--- src/rtl/pipe_stall_ctrl.sv ---
// Central stall/bubble scheduler for the 5-stage pipeline: merges load-use,
// divide and data-SRAM wait requests into one stall bus and sequences the divider.
module pipe_stall_ctrl #(
  parameter int STALL_W     = 6,
  parameter int DIV_MAX_CYC = 40,
  parameter int CNT_W       = 32
) (
  input  logic               clk_i,
  input  logic               rst_i,
  input  logic               stallreq_from_id_i,
  input  logic               ex_div_req_i,
  input  logic               div_ready_i,
  input  logic               mem_wait_i,
  output logic [STALL_W-1:0] stall_o,
  output logic               div_start_o,
  output logic               div_busy_o,
  output logic               div_timeout_o,
  output logic               id_hold_o,
  output logic [CNT_W-1:0]   stall_cnt_o
);

  typedef enum logic [1:0] {
    IDLE     = 2'd0,
    DIV_RUN  = 2'd1,
    DIV_DONE = 2'd2
  } state_e;

  localparam logic [STALL_W-1:0] STALL_MEM  = STALL_W'(6'b011111);
  localparam logic [STALL_W-1:0] STALL_DIV  = STALL_W'(6'b001111);
  localparam logic [STALL_W-1:0] STALL_LOAD = STALL_W'(6'b000111);
  localparam logic [5:0]         DIV_LIMIT  = 6'(DIV_MAX_CYC - 1);

  state_e             state_q, state_d;
  logic [5:0]         div_cyc_q, div_cyc_d;
  logic               div_timeout_q, div_timeout_d;
  logic               id_hold_q, id_hold_d;
  logic [CNT_W-1:0]   stall_cnt_q, stall_cnt_d;
  logic               div_stall_s;
  logic               div_start_s;
  logic               div_busy_s;
  logic [STALL_W-1:0] stall_s;

  // Divider sequencing: next state, cycle counter, watchdog and divide-stall request.
  always_comb begin
    state_d       = state_q;
    div_cyc_d     = div_cyc_q;
    div_timeout_d = div_timeout_q;
    div_stall_s   = 1'b0;
    div_start_s   = 1'b0;
    div_busy_s    = 1'b0;
    case (state_q)
      IDLE: begin
        // A launch is deferred while MEM holds, so the divider never starts on a frozen EX.
        if (ex_div_req_i && !mem_wait_i) begin
          div_start_s = 1'b1;
          div_stall_s = 1'b1;
          div_cyc_d   = 6'd0;
          state_d     = DIV_RUN;
        end else begin
          state_d = IDLE;
        end
      end
      DIV_RUN: begin
        div_busy_s  = 1'b1;
        div_stall_s = 1'b1;
        div_cyc_d   = div_cyc_q + 6'd1;
        if (div_ready_i) begin
          state_d = DIV_DONE;
        end else if (div_cyc_q == DIV_LIMIT) begin
          div_timeout_d = 1'b1;
          state_d       = DIV_DONE;
        end else begin
          state_d = DIV_RUN;
        end
      end
      DIV_DONE: begin
        if (!mem_wait_i) begin
          state_d = IDLE;
        end else begin
          state_d = DIV_DONE;
        end
      end
      default: begin
        state_d = IDLE;
      end
    endcase
  end

  // Stall bus priority: SRAM wait, then divide, then load-use; forced quiet under reset.
  always_comb begin
    stall_s = '0;
    if (rst_i) begin
      stall_s = '0;
    end else if (mem_wait_i) begin
      stall_s = STALL_MEM;
    end else if (div_stall_s) begin
      stall_s = STALL_DIV;
    end else if (stallreq_from_id_i) begin
      stall_s = STALL_LOAD;
    end else begin
      stall_s = '0;
    end
  end

  // Registered side effects of the stall bus: ID hold flag and saturating stall counter.
  always_comb begin
    id_hold_d   = stall_s[2];
    stall_cnt_d = stall_cnt_q;
    if (stall_s[0] && (stall_cnt_q != {CNT_W{1'b1}})) begin
      stall_cnt_d = stall_cnt_q + CNT_W'(1);
    end else begin
      stall_cnt_d = stall_cnt_q;
    end
  end

  // State and counter registers.
  always_ff @(posedge clk_i or posedge rst_i) begin
    if (rst_i) begin
      state_q       <= IDLE;
      div_cyc_q     <= 6'd0;
      div_timeout_q <= 1'b0;
      id_hold_q     <= 1'b0;
      stall_cnt_q   <= '0;
    end else begin
      state_q       <= state_d;
      div_cyc_q     <= div_cyc_d;
      div_timeout_q <= div_timeout_d;
      id_hold_q     <= id_hold_d;
      stall_cnt_q   <= stall_cnt_d;
    end
  end

  assign stall_o       = stall_s;
  assign div_start_o   = div_start_s & ~rst_i;
  assign div_busy_o    = div_busy_s & ~rst_i;
  assign div_timeout_o = div_timeout_q;
  assign id_hold_o     = id_hold_q;
  assign stall_cnt_o   = stall_cnt_q;

endmodule
--- config.mk ---
export PLATFORM = sky130hd
export DESIGN_NAME = pipe_stall_ctrl
export DESIGN_NICKNAME = d
export VERILOG_FILES = /design/src/rtl/pipe_stall_ctrl.sv
export SDC_FILE = /design/constraint.sdc
export NUM_CORES = 1
export LEC_CHECK = 0
export BUFFER_PORTS_ARGS = -buffer_cell sky130_fd_sc_hd__buf_2
export CAP_MARGIN = 15
export CORE_MARGIN = 3
export CORE_UTILIZATION = 50
export CTS_BUF_LIST = sky130_fd_sc_hd__clkbuf_2
export DETAILED_ROUTE_END_ITERATION = 8
export PLACE_DENSITY = 0.71
export RECOVER_POWER = 50
export REMOVE_ABC_BUFFERS = 1
export SYNTH_ARGS = -nofsm -noshare
export SYNTH_HDL_FRONTEND = slang
export SYNTH_SLANG_ARGS = --single-unit
--- constraint.sdc ---
create_clock -name clk_i -period 4.95 [get_ports clk_i]
set_clock_uncertainty 0.05 [all_clocks]
set_input_delay 0 -clock clk_i [delete_from_list [all_inputs] [get_ports clk_i]]
set_output_delay 0 -clock clk_i [all_outputs]
set_load 0.02 [all_outputs]
Word-level counts from Yosys, hierarchy flattened
Cells that the tools add are included.

Flip-flop bits (word level): 42. Bits of input ports: 6. Output and inout bits: 42. Word-level logic and storage cells: 38.

Add/subtract/negate cells: 2. Equal/unequal tests: 5. Muxes and demuxes: 15. Bitwise operators: 4. Reduce and logical (&&, ||, !) cells: 7.

Operator list (count): $add 32x1->32 const B (1); $ne 32x32->1 const B (1); $pmux 6 s2 (1); $mux 5 (2); $add 6x1->6 const B (1); $eq 6x6->1 const B (1); $mux 2 (3); $mux 6 (1); $pmux 2 s3 (1); $mux 1 (4); $mux 4 (1); $mux 3 (1); $reduce_and 3->1 (1); $and 1x1->1 (2); $eq 2x1->1 const B (1); $eq 2x2->1 const B (1); $logic_and 1x1->1 (2); $logic_not 2->1 (1); $ne 2x2->1 const B (1); $not 1->1 (2); $pmux 1 s2 (1); $reduce_and 2->1 (1); $reduce_bool 2->1 (1); $logic_not 1->1 (1).

Logic depth before layout (Yosys ltp)
Gate-level depths: netlist (run 1).

Depth in word-level cells: 8. Mapped depth: 7.

Least setup slack after synthesis (run 1)
Ideal clock, no wire load.

Path type: register -> register. From: reg stall_cnt_q[0], in the netlist stall_cnt_o[0]. To: reg stall_cnt_q[7], in the netlist stall_cnt_o[7]. Library setup time: 0.136 ns. Arrival time: 1.857 ns. Setup slack: 2.907 ns. Stages on the path, launching flop included: 8. Path buffers: 1. Cell sequence: dfrtp_1 ha_1 nand3_1 or3_1 o31ai_4 buf_6 nor3_1 xor2_1.

Cells in the longest elaborated chain, start to end: 2. Elaborated cells between the ends (all ways): 3.

RTL lines: from (decl) (line 37) `logic [CNT_W-1:0] stall_cnt_q, stall_cnt_d;`; from (signal assigned) (line 129) `stall_cnt_q <= stall_cnt_d;`; branches (longest 2 deep; another with $add 32x1->32).

Parallel ways; which one is timed is not known. A chain may end at the register's enable or synchronous reset.

==> results.toml, run 1 <==
[outcome]
status = "complete, but fails checks"
violations = "capacitance limit, slew limit"

[synthesis]
syn_area_um2 = 2180
synthTopCellsByArea = "dfrtp_1 (48%), xor2_1 (7.2%), xnor2_1 (4.8%), nand4_1 (3.7%), nand3_1 (3.5%)"
avgSynthCellArea_um2 = 10.5
yosysTopAreaCell = "dfrtp_1"
ys_warn_count = 0
synth-seq-cells = 42
synthCells = 208
yosysTopAreaCellShare_pct = 48.3
yosys.cell_types.count = 39
synth_seq_area_share_pct = 48.3

[floorplan]
rows = 23
die_x_um = 72.0
dieArea_um2 = 5180
placeableCoreArea_um2 = 4090
ios = 48
initial_core_util_pct = 53.2
die-height_um = 72.0

[timing]
fmax_mhz = 359
rsz0062_at_grt = "false"
worst_hold_slack_ns = 0.0882
period_share_pct = 56.2
drv_slew = 39
max_slew.worst_pin.slew_ns = 2.01
setup_viol = 0
slew_headroom_pct = -33.8
finalHoldViolCount = 0
period_needed_ns = 2.78
fin_setup_tns_ns = 0

[routing]
wire_per_inst_um = 14.5
routed_wl_um = 4520
drt_iter0_drc = 65
dr.pass1.iters = 4
met1Wirelength_um = 2120
highest_layer = "met4"
vias_per_cell = 5.50
met2_length_um = 2090
ant_nets = 0
drc_errors = 0
vias = 1709
met3_length_um = 261

[power_and_ir_drop]
seq_power_share_pct = 53.4
power-per-cell-area_nw_per_um2 = 329
p_sw_share_pct = 35.6
p_int_mw = 0.528
p_sw_mw = 0.292
combPwrFrac_pct = 22.4
leakagePower_nw = 1.17
p_clk_share_pct = 24.2
peakVddDrop_mv = 0.278

[layout]
synthToLayoutAreaGrowth_pct = 14.7
drive_gt1_share_pct = 12.6
mostFrequentLayoutCells = "dfrtp_1 (42), clkbuf_1 (37), nand2_1 (18), xor2_1 (18)"
antenna_cells = 0
postLayoutCellArea_um2 = 2500
seq_area_um2 = 1050
multiInputGateArea_um2 = 1060
final_common_cell = "dfrtp_1"
fillCellCount = 372
final_nets = 268

[global_routing]
overflow = 0
antenna_found_initial = 0
grt_pass1_vias = 1698
grt_pass1_wl_um = 7970
grt_max_degree = 39
grt.total_usage_pct = 19.6

[cts]
insertion_delay_ns = 0.41
clk_pin_slew_ns = 0.21
cts_num_sinks = 42
cts_buffer_depth = 2
cts_resized = 0
cts_tree = "built"
postCtsSetupBuffers = 0
root_buffer = "clkbuf_2"
cts_buffers = 5
cts.htree.levels = 2

[place]
hpwl_um = 3260
io_buffers = 46
routabilityCongestion = 0.798
place_area_um2 = 2430

[worst_setup_path]
cp_slowest_stage_delay_ns = 1.46
critical_path_arrival_ns = 2.91
worst_path_dominant_cell_family = "buffers and inverters"
cp-end-kind = "async pin"
path_buf_inv = 5
crit_path_start_kind = "input port"
startpoint = "rst_i"
r2r-start = "stall_cnt_o[0]"
crit_path_top_delay_cell = "clkbuf_1"
worstSetupPathType = "in -> async"
crit_chain = "dlygate4sd3_1 > clkbuf_1 > dlygate4sd3_1 > inv_1 > clkbuf_1"
cp.required_ns = 5.08
crit_fanout = 38

[min_path]
min_from = "ex_div_req_i"
hp-class = "in -> reg"

[flow_run]
drv_cap = 1
metal layers:
layer	global-route usage, %	up-vias
met2	30.4	46
met5	0	-
met3	4.85	6
met1	27.3	815
li1	-	842
met4	5.85	0
worst paths after layout:
path	endpoint	slack, ns	depth (start not counted)
setup / recovery	stall_cnt_o[6]	2.17	5
hold / removal	div_cyc_q[3]	0.09	3
setup reg to reg	stall_cnt_o[14]	2.70	6
hold reg to reg	div_timeout_o	0.45	1
max in group clk_i	stall_cnt_o[14]	2.70	6
min in group asynchronous	div_timeout_o	0.57	4
layout make-up:
type	instances	share of cell area [%]
clock buffers	5	1.00
clock inverters	3	1.60
inverters	5	0.752
multi-input cells	154	42.5
flip-flops and latches	42	42.1
well taps	50	2.51
repair buffers	52	9.57
power by group through the flow:
stage | logic [mW] | clock network [mW] | registers [mW]
2_1_floorplan | 0.0951 | 0 | 0.471
3_3_place_gp | 0.185 | 0 | 0.441
3_5_place_dp | 0.188 | 0 | 0.445
4_1_cts | 0.194 | 0.206 | 0.438
5_1_grt | 0.206 | 0.221 | 0.449
6_report | 0.184 | 0.198 | 0.438
repair_timing:
action                                  in CTS  in global routing
hold buffers                                 5                  0
hold endpoints to repair                    45                  0
endpoints found under the setup margin       0                  0
cells by family (layout without fill, tap and decap cells):
logic type	count (synthesis)	in the layout	share of synthesized area, %
flops	42	42	48.3
buf+inv	12	65	2.99
simple gates	103	103	29.4
fa+ha+maj	2	2	1.15
mux	1	1	0.460
other cells	1	1	0.172
xor+xnor	30	30	12.1
compound gates	17	17	5.41
worst reg2reg max path: cells and delay by family (launching register included):
kind / cells / cell delay, ns
simple gates: 3 / 0.69
compound gates: 1 / 0.54
flops: 1 / 0.47
fa+ha+maj: 1 / 0.24
xor+xnor: 1 / 0.17
cell usage after synthesis, drive strengths merged:
cell / instances
o21ai: 7
mux2i: 1
ha: 2
nand2b: 1
and3: 3
dfrtp: 42
a31oi: 2
o31ai: 2
or3: 3
nand4: 17
or4b: 1
inv: 5
and4: 5
clkbuf: 2
conb: 1
nor2: 15
o21bai: 1
and2: 3
nand3: 15
nor3: 11
a21o: 2
a21oi: 2
o2111ai: 1
or2: 2
nand2: 18
xor2: 18
xnor2: 12
nor3b: 1
nor2b: 2
nor4b: 1
buf: 5
nor4: 5
flip-flops by register name, indices dropped and copies added, names as in the netlist:
signal	count
div_timeout_o	1
div_cyc_q	6
state_q	2
stall_cnt_o	32
id_hold_o	1
per-stage QoR:
stage                     setup WS (ns)  util [%]  cells  power, mW
after CTS                          2.70      62.3    311      0.838
after global placement             2.81      59.5    298      0.627
final                              2.17      61.1    311      0.820
after global routing               1.68      61.1    311      0.876
after detailed placement           2.73      59.5    298      0.632
after floorplan                    2.82         -    201      0.566
Power figures use the tool's default switching activity.
==> run 2, diff against run 1 <==
Settings changed: ABC_AREA from default to 1, PLACE_DENSITY 0.71 to 0.7.
Clock period 4.95 ns to 2.8 ns, I/O delays scaled along.
==> run 2 against run 1 <==
Net effect:
- the flow now finishes without violations
- sequential cell count stayed put
- critical endpoint is now stall_o[1]
- core utilization is 1.9 points lower
- largest cell class unchanged
- final area rose by 23%
- combinational power is 120% higher
- largest power group unchanged
==> results.toml, run 2 <==
[cts]
cts_resized = 0
cts_buffers = 5
postCtsSetupBuffers = 0
insertion_delay_ns = 0.43
cts.htree.levels = 2
ctsHoldBuffers = 7
root_buffer = "clkbuf_2"
cts_tree = "built"
clk_pin_slew_ns = 0.25
cts_buffer_depth = 2
cts_num_sinks = 42

[timing]
fin_setup_tns_ns = 0
worst_hold_slack_ns = 0.176
fmax_mhz = 476
period_needed_ns = 2.10
setup_slack_ns = 0.697
period_share_pct = 75.1
slew_headroom_pct = 15.7
setup_viol = 0
max_slew.worst_pin.slew_ns = 1.26
drv_slew = 0
rsz0062_at_grt = "false"
finalHoldViolCount = 0

[floorplan]
initial_core_util_pct = 52.6
ios = 48
die_x_um = 79.8
die-height_um = 79.8
rows = 26
dieArea_um2 = 6360
placeableCoreArea_um2 = 5170

[place]
dpl_worst_slack_ns = 0.922
io_buffers = 46
hpwl_um = 4650
routabilityCongestion = 0.931

[routing]
drt_iter0_drc = 155
ant_nets = 0
vias = 2565
wire_per_inst_um = 11.7
drc_errors = 0
routed_wl_um = 6180
vias_per_cell = 4.85
dr.pass1.iters = 5

[power_and_ir_drop]
peakVddDrop_mv = 0.362
leakagePower_nw = 1.59
power-per-cell-area_nw_per_um2 = 473

[layout]
final_nets = 466
largest_register_ffs = 32
antenna_cells = 0
final_common_cell = "nand2_1"
mostFrequentLayoutCells = "nand2_1 (193), nor2_1 (52), dfrtp_1 (42)"
finalCoreUtilization_pct = 59.2
fillCellCount = 522
synthToLayoutAreaGrowth_pct = 12.5
drive_gt1_share_pct = 10.9

[flow_run]
drv_cap = 0

[synthesis]
synth_seq_area_share_pct = 38.6
synth-seq-cells = 42
async_flop_share_pct = 100
synth_most_common_cell = "nand2_1"
synthTopCellsByArea = "dfrtp_1 (39%), nand2_1 (27%), nor2_1 (7.2%), inv_1 (5.0%), nand3_1 (3.7%)"
yosysTopAreaCellShare_pct = 38.6
avgSynthCellArea_um2 = 6.72
ys_top_cells_by_count = "nand2_1 (193), nor2_1 (52), dfrtp_1 (42)"
synth_edf_count = 0
synth_ff_type = "dfrtp_1"
synthCells = 405
syn_area_um2 = 2720
yosysTopAreaCell = "dfrtp_1"
ys_warn_count = 0
yosys.cell_types.count = 29

[worst_setup_path]
path_common_cell = "buf_2"
ff2ff_setup_slack_ns = 0.90
crit_fanout = 24
crit_chain = "dlygate4sd3_1 > buf_2 > inv_1 > nand3_1 > nand3_2 > buf_2"
cp-end-kind = "output port"
critical_path_arrival_ns = 2.05
reg2reg_depth = 10
path_buf_inv = 4
cp.required_ns = 2.75
crit_path_top_delay_cell = "inv_1"
path_depth = 6
worst_path_dominant_cell_family = "buffers and inverters"
worstSetupPathType = "in -> out"
crit_path_start_kind = "input port"
cp_slowest_stage_delay_ns = 0.60
r2r-start = "stall_cnt_o[1]"
r2r-end = "stall_cnt_o[21]"

[global_routing]
grt_pass1_wl_um = 10800
grt.total_usage_pct = 21.3
grt_pass1_vias = 2458
overflow = 0
grt_max_degree = 34
antenna_found_initial = 0

[min_path]
hp-class = "in -> async"

[outcome]
status = "finished, final reports clean"
[run 2: how the worst max path moves through the flow]
stage,from,endpoint,slack [ns]
after floorplan,rst_i,stall_cnt_o[13],0.52
after global placement,stall_cnt_o[1],stall_cnt_o[13],0.99
after detailed placement,stall_cnt_o[1],stall_cnt_o[21],0.92
after CTS,stall_cnt_o[1],stall_cnt_o[19],0.88
after global routing,rst_i,stall_cnt_o[20],0.38
final,rst_i,stall_o[1],0.70
[run 2: cell families after synthesis]
group                    synth area share [%]
AO/OA/AOI/OAI                            2.67
XOR/XNOR                                 4.83
adder cells (fa/ha/maj)                 0.919
buffers and inverters                    8.18
flip-flops                               38.6
other                                   0.138
AND/OR/NAND/NOR                          44.6
[run 2: metrics by stage]
stage	cells	cell area (um^2)	power, mW
finish	529	3060	1.45
global route	529	3060	1.55
detailed placement	514	2970	1.17
floorplan	397	2640	1.04
global placement	514	2970	1.15
CTS	529	3090	1.48
[run 2: final cells by class]
type / instances / area [um^2] / share of cell area [%]
Inverter: 37 / 144 / 4.70
Timing Repair Buffer: 54 / 282 / 9.19
Clock inverter: 3 / 25.0 / 0.817
Multi-Input combinational cell: 318 / 1450 / 47.3
Clock buffer: 5 / 25.0 / 0.817
Sequential cell: 42 / 1050 / 34.3
Tap cell: 70 / 87.6 / 2.86
[run 2: power breakdown]
| part | switching (mW) | leakage (nW) | total [mW] | internal [mW] |
|---|---|---|---|---|
| Sequential | 0.0873 | 0.572 | 0.762 | 0.675 |
| Combinational | 0.259 | 0.985 | 0.396 | 0.137 |
| Clock | 0.225 | 0.0296 | 0.291 | 0.0663 |
[run 2: worst min-delay path: stages]
cell and delay, ns:
dlygate4sd3_1 0.53, buf_2 0.11, inv_1 0.60
[run 2: layer usage]
metal,vias to the layer above,part of all wire (%),track usage [%]
met4,0,1.3,7.43
li1,1341,-,-
met1,1150,47,27.6
met3,7,5.1,3.84
met2,67,47,35.6
met5,-,0,0
==> run 3, diff against run 2 <==
Clock period 2.8 ns to 2.2 ns, I/O delays scaled along.
==> run 3 against run 2 <==
Net effect:
- worst hold slack worse by 0.16 ns
- power rose by 42%
- sequential power up 27%
- largest cell class unchanged
- core utilization rose by 0.94 points
==> results.toml, run 3 (synthesis gave the netlist of run 2 again) <==
[cts]
postCtsSetupBuffers = 0
cts.htree.levels = 2
cts_buffer_depth = 2
clk_pin_slew_ns = 0.22
cts_buffers = 5
cts_num_sinks = 42
cts_tree = "built"
root_buffer = "clkbuf_2"
insertion_delay_ns = 0.42

[floorplan]
placeableCoreArea_um2 = 5170
die_x_um = 79.8
rows = 26
die-height_um = 79.8
ios = 48
dieArea_um2 = 6360
initial_core_util_pct = 52.6

[global_routing]
grt_pass1_wl_um = 10700
grt_max_degree = 34
antenna_found_initial = 0
overflow = 0
grt.total_usage_pct = 20.9
grt_pass1_vias = 2402

[place]
io_buffers = 46
routabilityCongestion = 0.911
dpl_worst_slack_ns = 0.326
hpwl_um = 4630
dp_cells = 515
place_area_um2 = 2980

[worst_setup_path]
ff2ff_setup_slack_ns = 0.31
critical_path_arrival_ns = 2.00
reg2reg_depth = 10
cp.required_ns = 2.15
crit_path_start_kind = "input port"
r2r-end = "stall_cnt_o[27]"
cp-end-kind = "output port"
worstSetupPathType = "in -> out"
r2r-start = "stall_cnt_o[1]"
crit_fanout = 10

[routing]
vias_per_cell = 4.86
vias = 2576
drt_iter0_drc = 91
wire_per_inst_um = 11.7
drc_errors = 0
ant_nets = 0
routed_wl_um = 6230
dr.pass1.iters = 4

[timing]
fmax_mhz = 487
drv_slew = 0
period_share_pct = 93.4
rsz0062_at_grt = "false"
period_needed_ns = 2.05
slew_headroom_pct = 42.2
setup_slack_ns = 0.146
setup_viol = 0
finalHoldViolCount = 0
max_slew.worst_pin.slew_ns = 0.867

[power_and_ir_drop]
p_clk_share_pct = 28.2
power-per-cell-area_nw_per_um2 = 660
combPwrFrac_pct = 24.6
peakVddDrop_mv = 0.608
p_int_mw = 1.34
seq_power_share_pct = 47.2
leakagePower_nw = 1.61
p_sw_share_pct = 34.8
p_sw_mw = 0.715

[layout]
final_nets = 467
drive_gt1_share_pct = 10.9
synthToLayoutAreaGrowth_pct = 14.3
mostFrequentLayoutCells = "nand2_1 (193), nor2_1 (52), dfrtp_1 (42)"
layoutNonFillerInstCount = 530
antenna_cells = 0
largest_register_ffs = 32
postLayoutCellArea_um2 = 3110
final_common_cell = "nand2_1"

[min_path]
holdPathEnd = "div_cyc_q[5]"
whs_path_depth = 6
min_from = "ex_div_req_i"
hp-class = "in -> reg"

[flow_run]
drv_cap = 0

[outcome]
status = "finished, final reports clean"
-- run 3: cell count changes in the layout (fill, tap and decap cells not counted), sizes merged --
cell	previous run	this run
clkbuf	24	27
buf	28	26
bufinv	0	2
clkinvlp	1	0
inv	38	37
-- run 3: power groups by stage --
| stage | Sequential, mW | Clock [mW] | Combinational [mW] |
|---|---|---|---|
| finish | 0.968 | 0.579 | 0.505 |
| global route | 0.984 | 0.626 | 0.571 |
| CTS | 0.967 | 0.591 | 0.522 |
| detailed placement | 0.982 | 0 | 0.502 |
| global placement | 0.975 | 0 | 0.495 |
| floorplan | 1.03 | 0 | 0.304 |
-- run 3: layout make-up --
type / count / area (um^2)
Multi-Input combinational cell: 318 / 1450
Sequential cell: 42 / 1050
Tap cell: 70 / 87.6
Timing Repair Buffer: 55 / 284
Clock buffer: 5 / 25.0
Inverter: 37 / 146
Clock inverter: 3 / 68.8
Fill cell: 500 / 2060
-- run 3: repair_timing --
item / 4_1_cts / 5_1_grt
hold buffers: 7 / 0
gates resized for setup: 0 / 1
endpoints found under the hold margin: 48 / 0
setup endpoints to repair: 0 / 7
-- run 3: worst max path at each step --
| stage | startpoint | to | slack (ns) |
|---|---|---|---|
| after detailed placement | stall_cnt_o[0] | stall_cnt_o[23] | 0.33 |
| after global placement | stall_cnt_o[0] | stall_cnt_o[13] | 0.39 |
| after CTS | rst_i | stall_o[1] | 0.15 |
| final | rst_i | stall_o[1] | 0.15 |
| after global routing | rst_i | stall_o[1] | 0.01 |
| after floorplan | rst_i | stall_cnt_o[13] | -0.08 |
-- run 3: layer usage --
layer | share of wire (%) | track usage, % | vias to the layer above
li1 | - | - | 1345
met1 | 49 | 27.6 | 1175
met2 | 46 | 35.7 | 51
met3 | 3.9 | 3.72 | 5
met4 | 0.95 | 4.56 | 0
met5 | 0 | 0 | -
-- run 3: through the flow --
step / TNS [ns] / hold WS, ns / util, % / power [mW]
floorplan: -1.95 / 0.0666 / - / 1.33
CTS: 0 / 0.00992 / 60.7 / 2.08
detailed placement: 0 / -0.158 / 57.5 / 1.48
global placement: 0 / -0.159 / 57.5 / 1.47
global route: 0 / 0.0451 / 60.1 / 2.18
finish: 0 / 0.0117 / 60.1 / 2.05
-- run 3: worst max-delay path, cell delays in order --
cell           delay, ns
dlygate4sd3_1       0.54
buf_2               0.12
dlygate4sd3_1       0.55
inv_2               0.13
nand3_1             0.11
nand2_1             0.07
inv_1               0.05
nand3_2             0.20
buf_2               0.22
